### src/rtl/stopwatch_core.sv
// Stopwatch/countdown timekeeping core: prescaler, cascaded msec/sec/min counters,
// STOP/RUN/DONE control with lap freeze and one-cycle done/wrap flags.
module stopwatch_core #(
    parameter int CLK_FREQ = 100_000_000,
    parameter int TICK_HZ  = 100,
    parameter int MSEC_MOD = 100,
    parameter int SEC_MOD  = 60,
    parameter int MIN_MOD  = 60,
    localparam int MW  = $clog2(MSEC_MOD),
    localparam int SW  = $clog2(SEC_MOD),
    localparam int MNW = $clog2(MIN_MOD)
) (
    input  logic           clk,
    input  logic           reset,
    input  logic           i_run_stop,
    input  logic           i_clear,
    input  logic           i_lap,
    input  logic           i_mode,
    input  logic [MNW-1:0] i_preset_min,
    input  logic [SW-1:0]  i_preset_sec,
    output logic [MW-1:0]  o_msec,
    output logic [SW-1:0]  o_sec,
    output logic [MNW-1:0] o_min,
    output logic           o_running,
    output logic           o_lap_hold,
    output logic           o_done,
    output logic           o_wrap
);
    localparam int DIV = CLK_FREQ / TICK_HZ;
    localparam int PW  = $clog2(DIV);
    localparam logic [PW-1:0]  PRESC_MAX = PW'(DIV - 1);
    localparam logic [MW-1:0]  MSEC_MAX  = MW'(MSEC_MOD - 1);
    localparam logic [SW-1:0]  SEC_MAX   = SW'(SEC_MOD - 1);
    localparam logic [MNW-1:0] MIN_MAX   = MNW'(MIN_MOD - 1);

    typedef enum logic [1:0] {ST_STOP, ST_RUN, ST_DONE} state_t;

    function automatic logic [SW-1:0] sat_sec(input logic [SW-1:0] v);
        return (v > SEC_MAX) ? SEC_MAX : v;
    endfunction

    function automatic logic [MNW-1:0] sat_min(input logic [MNW-1:0] v);
        return (v > MIN_MAX) ? MIN_MAX : v;
    endfunction

    state_t         state_q, state_d;
    logic           mode_q, mode_d;
    logic [PW-1:0]  presc_q, presc_d;
    logic [MW-1:0]  msec_q, msec_d, snap_msec_q, snap_msec_d;
    logic [SW-1:0]  sec_q, sec_d, snap_sec_q, snap_sec_d;
    logic [MNW-1:0] min_q, min_d, snap_min_q, snap_min_d;
    logic           hold_q, hold_d, done_q, done_d, wrap_q, wrap_d;

    logic           clr_p, rs_p, lap_p, reload, count_zero;
    logic [MW-1:0]  stp_msec;
    logic [SW-1:0]  stp_sec;
    logic [MNW-1:0] stp_min;
    logic           stp_wrap, stp_zero;

    // Clear outranks run_stop, which outranks lap; dropped pulses have no effect.
    assign clr_p      = i_clear;
    assign rs_p       = i_run_stop & ~i_clear;
    assign lap_p      = i_lap & ~i_clear & ~i_run_stop;
    assign count_zero = (msec_q == '0) && (sec_q == '0) && (min_q == '0);

    // One count step in the current direction, with full carry/borrow cascade.
    always_comb begin
        stp_msec = msec_q;
        stp_sec  = sec_q;
        stp_min  = min_q;
        stp_wrap = 1'b0;
        if (!mode_q) begin
            if (msec_q == MSEC_MAX) begin
                stp_msec = '0;
                if (sec_q == SEC_MAX) begin
                    stp_sec = '0;
                    if (min_q == MIN_MAX) begin
                        stp_min  = '0;
                        stp_wrap = 1'b1;
                    end else begin
                        stp_min = min_q + 1'b1;
                    end
                end else begin
                    stp_sec = sec_q + 1'b1;
                end
            end else begin
                stp_msec = msec_q + 1'b1;
            end
        end else begin
            if (msec_q != '0) begin
                stp_msec = msec_q - 1'b1;
            end else begin
                stp_msec = MSEC_MAX;
                if (sec_q != '0) begin
                    stp_sec = sec_q - 1'b1;
                end else begin
                    stp_sec = SEC_MAX;
                    stp_min = min_q - 1'b1;
                end
            end
        end
    end

    assign stp_zero = (stp_msec == '0) && (stp_sec == '0) && (stp_min == '0);

    always_comb begin
        state_d     = state_q;
        mode_d      = mode_q;
        presc_d     = presc_q;
        msec_d      = msec_q;
        sec_d       = sec_q;
        min_d       = min_q;
        snap_msec_d = snap_msec_q;
        snap_sec_d  = snap_sec_q;
        snap_min_d  = snap_min_q;
        hold_d      = hold_q;
        done_d      = 1'b0;
        wrap_d      = 1'b0;
        reload      = 1'b0;
        case (state_q)
            ST_STOP: begin
                if (clr_p) begin
                    reload = 1'b1;
                end else if (rs_p) begin
                    if (!(mode_q && count_zero)) state_d = ST_RUN;
                end else if (lap_p) begin
                    hold_d = 1'b0;
                end
            end
            ST_RUN: begin
                // Stopping freezes the prescaler so a pause loses no sub-tick time.
                if (rs_p) begin
                    state_d = ST_STOP;
                end else begin
                    if (lap_p) begin
                        if (!hold_q) begin
                            snap_msec_d = msec_q;
                            snap_sec_d  = sec_q;
                            snap_min_d  = min_q;
                            hold_d      = 1'b1;
                        end else begin
                            hold_d = 1'b0;
                        end
                    end
                    if (presc_q == PRESC_MAX) begin
                        presc_d = '0;
                        msec_d  = stp_msec;
                        sec_d   = stp_sec;
                        min_d   = stp_min;
                        wrap_d  = stp_wrap;
                        if (mode_q && stp_zero) begin
                            state_d = ST_DONE;
                            done_d  = 1'b1;
                        end
                    end else begin
                        presc_d = presc_q + 1'b1;
                    end
                end
            end
            ST_DONE: begin
                if (clr_p) begin
                    reload = 1'b1;
                end else if (lap_p) begin
                    hold_d = 1'b0;
                end
            end
            default: state_d = ST_STOP;
        endcase
        if (reload) begin
            state_d = ST_STOP;
            mode_d  = i_mode;
            presc_d = '0;
            hold_d  = 1'b0;
            msec_d  = '0;
            sec_d   = i_mode ? sat_sec(i_preset_sec) : '0;
            min_d   = i_mode ? sat_min(i_preset_min) : '0;
        end
    end

    always_ff @(posedge clk or negedge reset) begin
        if (!reset) begin
            state_q     <= ST_STOP;
            mode_q      <= 1'b0;
            presc_q     <= '0;
            msec_q      <= '0;
            sec_q       <= '0;
            min_q       <= '0;
            snap_msec_q <= '0;
            snap_sec_q  <= '0;
            snap_min_q  <= '0;
            hold_q      <= 1'b0;
            done_q      <= 1'b0;
            wrap_q      <= 1'b0;
        end else begin
            state_q     <= state_d;
            mode_q      <= mode_d;
            presc_q     <= presc_d;
            msec_q      <= msec_d;
            sec_q       <= sec_d;
            min_q       <= min_d;
            snap_msec_q <= snap_msec_d;
            snap_sec_q  <= snap_sec_d;
            snap_min_q  <= snap_min_d;
            hold_q      <= hold_d;
            done_q      <= done_d;
            wrap_q      <= wrap_d;
        end
    end

    assign o_msec     = hold_q ? snap_msec_q : msec_q;
    assign o_sec      = hold_q ? snap_sec_q  : sec_q;
    assign o_min      = hold_q ? snap_min_q  : min_q;
    assign o_running  = (state_q == ST_RUN);
    assign o_lap_hold = hold_q;
    assign o_done     = done_q;
    assign o_wrap     = wrap_q;

endmodule

### config.mk
export PLATFORM = sky130hd
export DESIGN_NAME = stopwatch_core
export DESIGN_NICKNAME = d
export VERILOG_FILES = /design/src/rtl/stopwatch_core.sv
export SDC_FILE = /design/constraint.sdc
export NUM_CORES = 1
export LEC_CHECK = 0
export BUFFER_PORTS_ARGS = -buffer_cell sky130_fd_sc_hd__buf_2
export CORE_ASPECT_RATIO = 0.8
export CORE_MARGIN = 4
export CORE_UTILIZATION = 50
export DETAILED_ROUTE_END_ITERATION = 7
export GPL_ROUTABILITY_DRIVEN = 0
export PLACE_DENSITY = 0.72
export RECOVER_POWER = 50
export SYNTH_ARGS = -nofsm -noshare
export SYNTH_HDL_FRONTEND = slang
export SYNTH_SLANG_ARGS = --single-unit
### constraint.sdc
create_clock -name clk -period 3.09 [get_ports clk]
set_clock_uncertainty 0.2 [all_clocks]
set_input_delay 0.309 -clock clk [delete_from_list [all_inputs] [get_ports clk]]
set_output_delay 0.309 -clock clk [all_outputs]
set_load 0.02 [all_outputs]
Word-level counts from Yosys, hierarchy flattened
Index checks and enable logic that the tools add are counted.
{ "totals": {"ff_bits": 64, "latchBits": 0, "ram_bits": 0, "mem_bits_ro": 0, "in_bits": 18, "out_inout_bits": 23, "elab_cells": 135, "n_memories": 0} }
{ "classes": {"addsub": 7, "n_mul": 0, "div_mod_pow": 0, "magnitude_cmp": 2, "eq_ne": 17, "shift": 0, "muxes": 67, "bitwise": 6, "reduce_logical": 24} }
{ "ops": {"columns": ["operator", "n"], "rows": [
  ["$mux 6", 25],
  ["$mux 20", 4],
  ["$mux 7", 8],
  ["$logic_not 6->1", 4],
  ["$mux 1", 21],
  ["$add 20x1->20 const B", 1],
  ["$eq 20x20->1 const B", 1],
  ["$ne 3x3->1 const B", 5],
  ["$logic_not 7->1", 2],
  ["$mux 2", 7],
  ["$add 6x1->6 const B", 2],
  ["$eq 6x6->1 const B", 2],
  ["$gt 6x6->1 const B", 2],
  ["$reduce_and 6->1", 2],
  ["$sub 6x1->6 const B", 2],
  ["$ne 4x1->1 const B", 2],
  ["$add 7x1->7 const B", 1],
  ["$eq 7x7->1 const B", 1],
  ["$reduce_bool 7->1", 1],
  ["$sub 7x1->7 const B", 1],
  ["$logic_and 1x1->1", 6],
  ["$pmux 2 s3", 1],
  ["$reduce_and 3->1", 2],
  ["$reduce_bool 6->1", 1],
  ["other kinds (14)", 19]
]} }

Depth between registers and ports, before layout
Gate-level depths: netlist of run 1.
{ "depth": {"word_depth": 13, "depth_mapped": 10, "mapped_depth_nobuf": 9} }

Least setup slack after synthesis of run 1
Ideal clock, no wire load.
{ "synth_path": {"path_kind": "register -> register", "start": "reg sec_q[0]", "end": "reg state_q[0]", "setup_time_ns": 0.133, "t_arrival_ns": 2.754, "t_required_ns": 2.757, "setup_slack_ns": 0.003, "path_stages_with_launch": 10, "path_buffers": 0, "synth_period_minus_slack_ns": 3.087, "cell_sequence": "dfrtp_1 -> inv_1 -> ha_1 -> or3b_4 -> or3_4 -> o21a_1 -> o22a_1 -> or4b_1 -> nor4_2 -> a21oi_1"} }
{ "synth_between": {"elab_chain_cells": 10, "elab_cells_between_ends": 26, "classes_between": "2 x add/sub; 3 x eq/ne; 10 x mux; 11 x reduce/logical"} }
{ "synth_rtl": {"columns": ["item", "line", "rtl"], "rows": [
  ["start, declared", "50", "logic [SW-1:0] sec_q, sec_d, snap_sec_q, snap_sec_d;"],
  ["start signal, assigned", "186", "sec_q <= '0;"],
  ["start signal, assigned", "199", "sec_q <= sec_d;"],
  ["$add 6x1->6, or another cell as far along", "84", "stp_sec = sec_q + 1'b1;"],
  ["$mux 6 (on tied branches)", "75, 94", null],
  ["$mux 6 (on tied branches)", "73, 90", null],
  ["$mux 6", "72", "if (!mode_q) begin"],
  ["$logic_not 6->1", "104", "assign stp_zero = (stp_msec == '0) && (stp_sec == '0) && (stp_min == '0);"],
  ["$logic_and 1x1->1 (2 in a row)", "104", null],
  ["$logic_and 1x1->1", "151", "if (mode_q && stp_zero) begin"],
  ["$ne 4x1->1 (no line)", null, null],
  ["$reduce_and 6->1 (no line) *", null, null],
  ["end signal, assigned", "195", "state_q <= state_d;"],
  ["end, declared", "46", "state_t state_q, state_d;"]
]} }
Every way passes the cells marked *; elsewhere a longest branch is shown, timed or not.
A chain may end at the register's enable or synchronous reset.

Final worst setup path of run 1
{ "layout_path": {"start": "reg sec_q[1]", "end": "reg state_q[0]"} }
The elaborated chain is that of the path after synthesis.

==> results of run 1 <==
[how the worst max path moves through the flow]
| stage | from | end | cells past startpoint |
|---|---|---|---|
| finish | sec_q[1]$_DFFE_PN0P_ | state_q[0]$_DFFE_PN0P_ | 9 |
| global route | sec_q[1]$_DFFE_PN0P_ | state_q[0]$_DFFE_PN0P_ | 9 |
| CTS | msec_q[1]$_DFFE_PN0P_ | state_q[0]$_DFFE_PN0P_ | 9 |
| detailed placement | sec_q[0]$_DFFE_PN0P_ | state_q[0]$_DFFE_PN0P_ | 9 |
| global placement | sec_q[0]$_DFFE_PN0P_ | state_q[0]$_DFFE_PN0P_ | 9 |
| floorplan | sec_q[0]$_DFFE_PN0P_ | state_q[0]$_DFFE_PN0P_ | 9 |
[final cells by class]
| cell class | count | area, um2 | share of cell area [%] |
|---|---|---|---|
| tap | 112 | 140 | 2.64 |
| multi-input combinational | 381 | 2640 | 49.7 |
| clock inverter | 5 | 80.1 | 1.51 |
| sequential | 64 | 1610 | 30.3 |
| inverter | 17 | 63.8 | 1.20 |
| timing repair buffer | 97 | 633 | 11.9 |
| clock buffer | 11 | 141 | 2.67 |
[Yosys cell counts, drive strengths merged (10+ instances only)]
library cell / count / area, um2
a21oi: 20 / 100
a31oi: 10 / 62.6
clkbuf: 21 / 78.8
dfrtp: 64 / 1600
ha: 10 / 125
inv: 17 / 63.8
mux2: 30 / 338
nand2: 52 / 195
nand3: 16 / 85.1
nor2: 44 / 165
nor3: 11 / 55.1
nor4: 10 / 83.8
o21ai: 40 / 200
xor2: 10 / 87.6
[report_power, final]
part	leakage, nW	internal [W]	switching (W)	total [W]
clock	0.106	0.000475	0.000342	0.000818
combinational	1.36	0.000550	0.000691	0.00124
sequential	0.849	0.000979	0.000153	0.00113
total	2.31	0.00200	0.00119	0.00319
[metal layers]
| layer | global-route usage, % | wire length, um | vias to the layer above | part of all wire (%) |
|---|---|---|---|---|
| met2 | 36.7 | 5290 | 245 | 41 |
| met4 | 6.28 | 255 | 0 | 2.0 |
| met5 | 0 | 0 | - | 0 |
| met3 | 7.33 | 1460 | 36 | 11 |
| li1 | - | - | 1970 | - |
| met1 | 37.3 | 5770 | 2034 | 45 |
[sequential cells by signal, indices dropped and copies added (netlist names)]
register,count
presc_q,20
msec_q,7
snap_msec_q,7
min_q,6
sec_q,6
snap_min_q,6
snap_sec_q,6
state_q,2
mode_q,1
o_done,1
o_lap_hold,1
o_wrap,1
[through the flow]
step                      hold WS [ps]  setup TNS, ps  util, %  cells  cell area, um2
after global placement             240              0     58.4    664            4930
after detailed placement           239           -192     58.4    664            4930
after global routing              12.4          -60.3     62.8    687            5300
after CTS                         10.5              0     62.0    684            5240
after floorplan                   -187              0        -    489            4320
final                             18.4              0     62.8    687            5300
[cell families after synthesis]
logic type,after synthesis,share of synthesized area (%)
AOI/OAI and AO/OA,121,18.2
muxes,32,8.58
DFF,64,37.1
and+or+nand+nor,200,25.3
adders and majority gates,10,2.90
buffers and inverters,44,4.26
xor gates and xnor gates,18,3.65
[critical path: cells and delay by family, from the launching register on]
family	cells	cell delay, ps
AND/OR/NAND/NOR	4	1560
AO/OA/AOI/OAI	3	510
flip-flops	1	400
adder cells (fa/ha/maj)	1	140
buffers and inverters	1	90
[timing repair]
item	4_1_cts	5_1_grt
hold endpoints to repair	33	0
buffers inserted	3	3
hold buffers	1	0
pin swaps	6	7
cloned	0	0
gates resized for setup	15	15
setup endpoints to repair	3	3
==> flow_results.xml, run 1 <==
<?xml version="1.0" encoding="UTF-8"?>
<metrics>
  <group name="min_path">
    <metric name="hold_depth" unit="">3</metric>
    <metric name="hold-path-endpoint" unit="">min_q[2]$_DFFE_PN0P_</metric>
    <metric name="hold_path.startpoint" unit="">i_preset_min[2]</metric>
    <metric name="worstHoldPathType" unit="">input port to flop</metric>
  </group>
  <group name="sta">
    <metric name="setup-violations-final" unit="">0</metric>
    <metric name="hold_viol_final" unit="">0</metric>
    <metric name="final-max-slew-violation-count" unit="">36</metric>
    <metric name="fin_crit_sh" unit="%">98.0</metric>
    <metric name="maxSlewHeadroom" unit="%">-27.1</metric>
    <metric name="least_margin_pin_slew" unit="ps">1910</metric>
    <metric name="grt_setup_unrepaired" unit="">yes</metric>
    <metric name="maxClockFrequency" unit="GHz">0.330</metric>
    <metric name="final.min_clock_period" unit="ps">3030</metric>
    <metric name="postLayoutSetupSlackWorst" unit="ps">62.6</metric>
  </group>
  <group name="routing">
    <metric name="final_antenna_net_count" unit="">0</metric>
    <metric name="remaining_drc_errors" unit="">0</metric>
    <metric name="drtIter0Drc" unit="">441</metric>
    <metric name="via_per_inst" unit="">6.24</metric>
    <metric name="vias" unit="">4285</metric>
    <metric name="dr.pass1.iters" unit="">5</metric>
    <metric name="wire_per_inst" unit="um">18.6</metric>
    <metric name="finalWirelength" unit="um">12800</metric>
  </group>
  <group name="setup_path">
    <metric name="crit_path_end_kind" unit="">flop</metric>
    <metric name="critPathLaunchType" unit="">flop</metric>
    <metric name="critical_path_required" unit="ps">3100</metric>
    <metric name="worst-endpoint-arrival" unit="ps">3040</metric>
    <metric name="timing.critical_path.slowest_stage_cell" unit="">sky130_fd_sc_hd__or4b_4</metric>
    <metric name="timing.rr.start" unit="">sec_q[1]$_DFFE_PN0P_</metric>
    <metric name="critical_path.reg2reg.endpoint" unit="">state_q[0]$_DFFE_PN0P_</metric>
    <metric name="r2r_setup_slack" unit="ps">60</metric>
    <metric name="cp_cell_sequence" unit="">inv_2, ha_4, or3b_4, or3_4, o21a_1, o22a_1, or4b_4, nor4_4, a21oi_1</metric>
    <metric name="critical-path-max-stage-delay" unit="ps">500</metric>
    <metric name="crit_fanout" unit="">4</metric>
    <metric name="reg2reg_depth" unit="">9</metric>
    <metric name="type_of_the_worst_setup_path" unit="">flop to flop</metric>
  </group>
  <group name="floorplan">
    <metric name="die_area" unit="um2">10200</metric>
    <metric name="initial_util" unit="%">51.1</metric>
    <metric name="chipWidth" unit="um">112</metric>
    <metric name="top_level_ports" unit="">41</metric>
    <metric name="core-area" unit="um2">8450</metric>
    <metric name="fp-row-count" unit="">30</metric>
    <metric name="chip_height" unit="um">91.1</metric>
  </group>
  <group name="clock_network">
    <metric name="cts_tree" unit="">done</metric>
    <metric name="numClockSinks" unit="">64</metric>
    <metric name="worstSkewPairLatency" unit="ps">340</metric>
    <metric name="cts.clk_slew.worst_paths" unit="ps">80</metric>
    <metric name="cts_made_buffers" unit="">9</metric>
    <metric name="htree_num_levels" unit="">3</metric>
    <metric name="max-clock-path-buffers" unit="">2</metric>
    <metric name="clockRootBuffer" unit="">sky130_fd_sc_hd__clkbuf_8</metric>
  </group>
  <group name="run">
    <metric name="drv_cap" unit="">1</metric>
  </group>
  <group name="place">
    <metric name="place_ws" unit="ps">-98.2</metric>
    <metric name="io_buffers" unit="">40</metric>
    <metric name="dp_hpwl" unit="um">9440</metric>
  </group>
  <group name="global_route">
    <metric name="grt_overflow" unit="">0</metric>
    <metric name="initial_antenna_violation_count" unit="">0</metric>
    <metric name="grt_first_pass_wirelength" unit="um">20900</metric>
    <metric name="grt_start_max_net_pins" unit="">36</metric>
    <metric name="grt_pass1_vias" unit="">4062</metric>
    <metric name="globalRouteTotalUtil" unit="%">25.4</metric>
  </group>
  <group name="yosys">
    <metric name="synth.yosys.seq_area_share" unit="%">37.1</metric>
    <metric name="ys_types" unit="">69</metric>
    <metric name="synth-async-reset-ratio" unit="%">100</metric>
    <metric name="ys_dominant_reg_cell" unit="">sky130_fd_sc_hd__dfrtp_1</metric>
    <metric name="synth.net_count" unit="">517</metric>
    <metric name="synth_seq_cells" unit="">64</metric>
    <metric name="post_synthesis_cell_count" unit="">489</metric>
    <metric name="synth-warning-count" unit="">0</metric>
    <metric name="mappedNetlistArea" unit="um2">4320</metric>
    <metric name="synth_area_per_cell" unit="um2">8.83</metric>
    <metric name="number_of_flops_mapped_to_enable_cells_by_yosys" unit="">0</metric>
  </group>
  <group name="power">
    <metric name="post-layout-total-power" unit="W">0.00319</metric>
    <metric name="leakagePower" unit="nW">2.31</metric>
    <metric name="p_per_area" unit="nW/um2">602</metric>
    <metric name="vdd.ir_drop.worst" unit="uV">639</metric>
  </group>
  <group name="final_layout">
    <metric name="most_common_cell_after_layout_fill_and_taps_aside" unit="">sky130_fd_sc_hd__dfrtp_1</metric>
    <metric name="insertedDiodeCount" unit="">0</metric>
    <metric name="most-common-layout-cells" unit="">60 x sky130_fd_sc_hd__dfrtp_1, 53 x sky130_fd_sc_hd__buf_4, 52 x sky130_fd_sc_hd__nand2_1, 42 x sky130_fd_sc_hd__nor2_1, 38 x sky130_fd_sc_hd__o21ai_0</metric>
    <metric name="nets" unit="">598</metric>
    <metric name="signed_area_change_from_the_synthesized_netlist_to_the_final_layout" unit="%">22.7</metric>
    <metric name="drive_above_1_share" unit="%">30.4</metric>
    <metric name="nFillCells" unit="">701</metric>
  </group>
  <group name="status">
    <metric name="run_status" unit="">finished with violations</metric>
    <metric name="violations" unit="">max-capacitance violations, max-slew violations</metric>
  </group>
</metrics>
Note: power is estimated with default switching activity, not from simulation.
==> run 2, diff against run 1 <==
- CORE_ASPECT_RATIO: 0.8 -> 0.7
- CTS_CLUSTER_SIZE: default -> 16
==> flow_results.xml, run 2 (synthesized netlist as in run 1, its figures left out) <==
<?xml version="1.0" encoding="UTF-8"?>
<metrics>
  <group name="floorplan">
    <metric name="die_area" unit="um2">10200</metric>
    <metric name="fp-row-count" unit="">28</metric>
    <metric name="core-area" unit="um2">8440</metric>
    <metric name="chipWidth" unit="um">119</metric>
    <metric name="chip_height" unit="um">85.8</metric>
    <metric name="top_level_ports" unit="">41</metric>
    <metric name="initial_util" unit="%">51.1</metric>
  </group>
  <group name="final_layout">
    <metric name="most-common-layout-cells" unit="">62 x sky130_fd_sc_hd__dfrtp_1, 62 x sky130_fd_sc_hd__buf_4, 51 x sky130_fd_sc_hd__nand2_1, 42 x sky130_fd_sc_hd__nor2_1, 38 x sky130_fd_sc_hd__o21ai_0</metric>
    <metric name="nFillCells" unit="">692</metric>
    <metric name="final_cells" unit="">703</metric>
    <metric name="largest_reg_flops" unit="">20</metric>
    <metric name="signed_area_change_from_the_synthesized_netlist_to_the_final_layout" unit="%">25.4</metric>
    <metric name="nets" unit="">607</metric>
    <metric name="insertedDiodeCount" unit="">0</metric>
    <metric name="largest_registers" unit="">presc_q: 20 flops, msec_q: 7 flops, snap_msec_q: 7 flops</metric>
    <metric name="reg_with_most_ffs" unit="">presc_q</metric>
    <metric name="post-route-util" unit="%">64.2</metric>
    <metric name="drive_above_1_share" unit="%">31.2</metric>
  </group>
  <group name="setup_path">
    <metric name="crit_path_end_kind" unit="">flop</metric>
    <metric name="critPathLaunchType" unit="">flop</metric>
    <metric name="critical_path_required" unit="ps">3160</metric>
    <metric name="crit_fanout" unit="">4</metric>
    <metric name="type_of_the_worst_setup_path" unit="">flop to flop</metric>
    <metric name="worst-endpoint-arrival" unit="ps">3140</metric>
  </group>
  <group name="clock_network">
    <metric name="cts.clk_slew.worst_paths" unit="ps">50</metric>
    <metric name="cts_made_buffers" unit="">9</metric>
    <metric name="max-clock-path-buffers" unit="">2</metric>
    <metric name="cts_tree" unit="">done</metric>
    <metric name="numClockSinks" unit="">64</metric>
    <metric name="htree_num_levels" unit="">3</metric>
    <metric name="worstSkewPairLatency" unit="ps">340</metric>
    <metric name="clockRootBuffer" unit="">sky130_fd_sc_hd__clkbuf_16</metric>
  </group>
  <group name="sta">
    <metric name="grt_setup_unrepaired" unit="">yes</metric>
    <metric name="maxSlewHeadroom" unit="%">-6.36</metric>
    <metric name="hold_viol_final" unit="">0</metric>
    <metric name="finalSetupTns" unit="ps">0</metric>
    <metric name="fin_crit_sh" unit="%">99.4</metric>
    <metric name="setup-violations-final" unit="">0</metric>
    <metric name="postLayoutSetupSlackWorst" unit="ps">20.0</metric>
    <metric name="final-max-slew-violation-count" unit="">65</metric>
    <metric name="least_margin_pin_slew" unit="ps">1600</metric>
    <metric name="maxClockFrequency" unit="GHz">0.326</metric>
    <metric name="final.min_clock_period" unit="ps">3070</metric>
  </group>
  <group name="routing">
    <metric name="via_per_inst" unit="">6.26</metric>
    <metric name="vias" unit="">4403</metric>
    <metric name="wire_per_inst" unit="um">19.1</metric>
    <metric name="drtIter0Drc" unit="">760</metric>
    <metric name="finalWirelength" unit="um">13400</metric>
    <metric name="final_antenna_net_count" unit="">0</metric>
    <metric name="dr.pass1.iters" unit="">7</metric>
    <metric name="remaining_drc_errors" unit="">0</metric>
  </group>
  <group name="status">
    <metric name="run_status" unit="">finished with violations</metric>
    <metric name="violations" unit="">max-capacitance violations, max-slew violations</metric>
  </group>
  <group name="power">
    <metric name="p_per_area" unit="nW/um2">619</metric>
    <metric name="post-layout-total-power" unit="W">0.00335</metric>
    <metric name="vdd.ir_drop.worst" unit="uV">593</metric>
    <metric name="leakagePower" unit="nW">2.38</metric>
  </group>
  <group name="global_route">
    <metric name="grt_pass1_vias" unit="">4108</metric>
    <metric name="initial_antenna_violation_count" unit="">0</metric>
    <metric name="grt_first_pass_wirelength" unit="um">21100</metric>
    <metric name="grt_start_max_net_pins" unit="">65</metric>
    <metric name="grt_overflow" unit="">0</metric>
    <metric name="globalRouteTotalUtil" unit="%">26.1</metric>
  </group>
  <group name="min_path">
    <metric name="worstHoldPathType" unit="">input port to flop</metric>
  </group>
  <group name="place">
    <metric name="place_ws" unit="ps">-111</metric>
    <metric name="dp_hpwl" unit="um">9540</metric>
    <metric name="numPlacedInstances" unit="">678</metric>
    <metric name="io_buffers" unit="">40</metric>
  </group>
  <group name="run">
    <metric name="drv_cap" unit="">1</metric>
  </group>
</metrics>
==> run 2: cell types whose count changed in the layout (fill, tap and decap cells not counted), sizes merged <==
| cell | before | now |
|---|---|---|
| clkinvlp | 2 | 1 |
| bufinv | 2 | 0 |
| buf | 90 | 99 |
| clkinv | 1 | 2 |
| clkbuf | 17 | 18 |
==> run 2: through the flow <==
stage,hold WS (ps),cell area [um2]
floorplan,-187,4320
global placement,284,4970
detailed placement,291,4970
CTS,21.1,5320
global route,22.8,5420
finish,27.6,5420
==> run 2: cell type report <==
class / count / area, um2 / share of cell area, %
clock inverters: 3 / 17.5 / 0.323
clock buffers: 12 / 256 / 4.74
flip-flops and latches: 64 / 1600 / 29.6
well taps: 120 / 150 / 2.77
inverters: 17 / 63.8 / 1.18
repair buffers: 106 / 684 / 12.6
multi-input cells: 381 / 2640 / 48.7
==> run 2: worst paths after layout <==
path	start	endpoint	slack (ps)	depth (start not counted)
setup / recovery	sec_q[1]$_DFFE_PN0P_	state_q[1]$_DFFE_PN0P_	20	10
max in group asynchronous	reset	msec_q[3]$_DFFE_PN0P_	820	3
hold reg to reg	snap_msec_q[3]$_DFFE_PN0P_	snap_msec_q[3]$_DFFE_PN0P_	300	1
min in group asynchronous	reset	presc_q[14]$_DFFE_PN0P_	780	3
setup reg to reg	sec_q[1]$_DFFE_PN0P_	state_q[1]$_DFFE_PN0P_	20	10
hold / removal	i_preset_sec[3]	sec_q[3]$_DFFE_PN0P_	30	2
==> run 2: per-layer routing <==
layer / track usage [%] / share of wire, %
met5: 0 / 0
met4: 8.31 / 2.6
met3: 9.69 / 14
met2: 35.7 / 39
met1: 38.1 / 44
==> run 2: worst max-delay path, stage by stage (launching register included) <==
cell and delay (ps):
sky130_fd_sc_hd__dfrtp_1 390, sky130_fd_sc_hd__inv_2 90, sky130_fd_sc_hd__ha_4 140, sky130_fd_sc_hd__or3b_4 400
sky130_fd_sc_hd__or3_4 360, sky130_fd_sc_hd__buf_4 160, sky130_fd_sc_hd__nor2_2 150, sky130_fd_sc_hd__a221oi_2 110
sky130_fd_sc_hd__or4b_4 540, sky130_fd_sc_hd__nor4_4 300, sky130_fd_sc_hd__a22o_1 170
==> run 2: report_power, final <==
group / total [W] / leakage [nW] / switching, W / internal [W]
Combinational: 0.00128 / 1.39 / 0.000717 / 0.000562
Sequential: 0.00113 / 0.852 / 0.000146 / 0.000981
Clock: 0.000949 / 0.134 / 0.000370 / 0.000579
==> run 2: what timing repair did <==
item                       CTS  global route
hold buffers                 1             0
buffers inserted             2             7
gates cloned                 0             0
setup endpoints to repair    3             4
hold endpoints to repair    28             0
pin swaps                    6            12
resized for setup           13            17
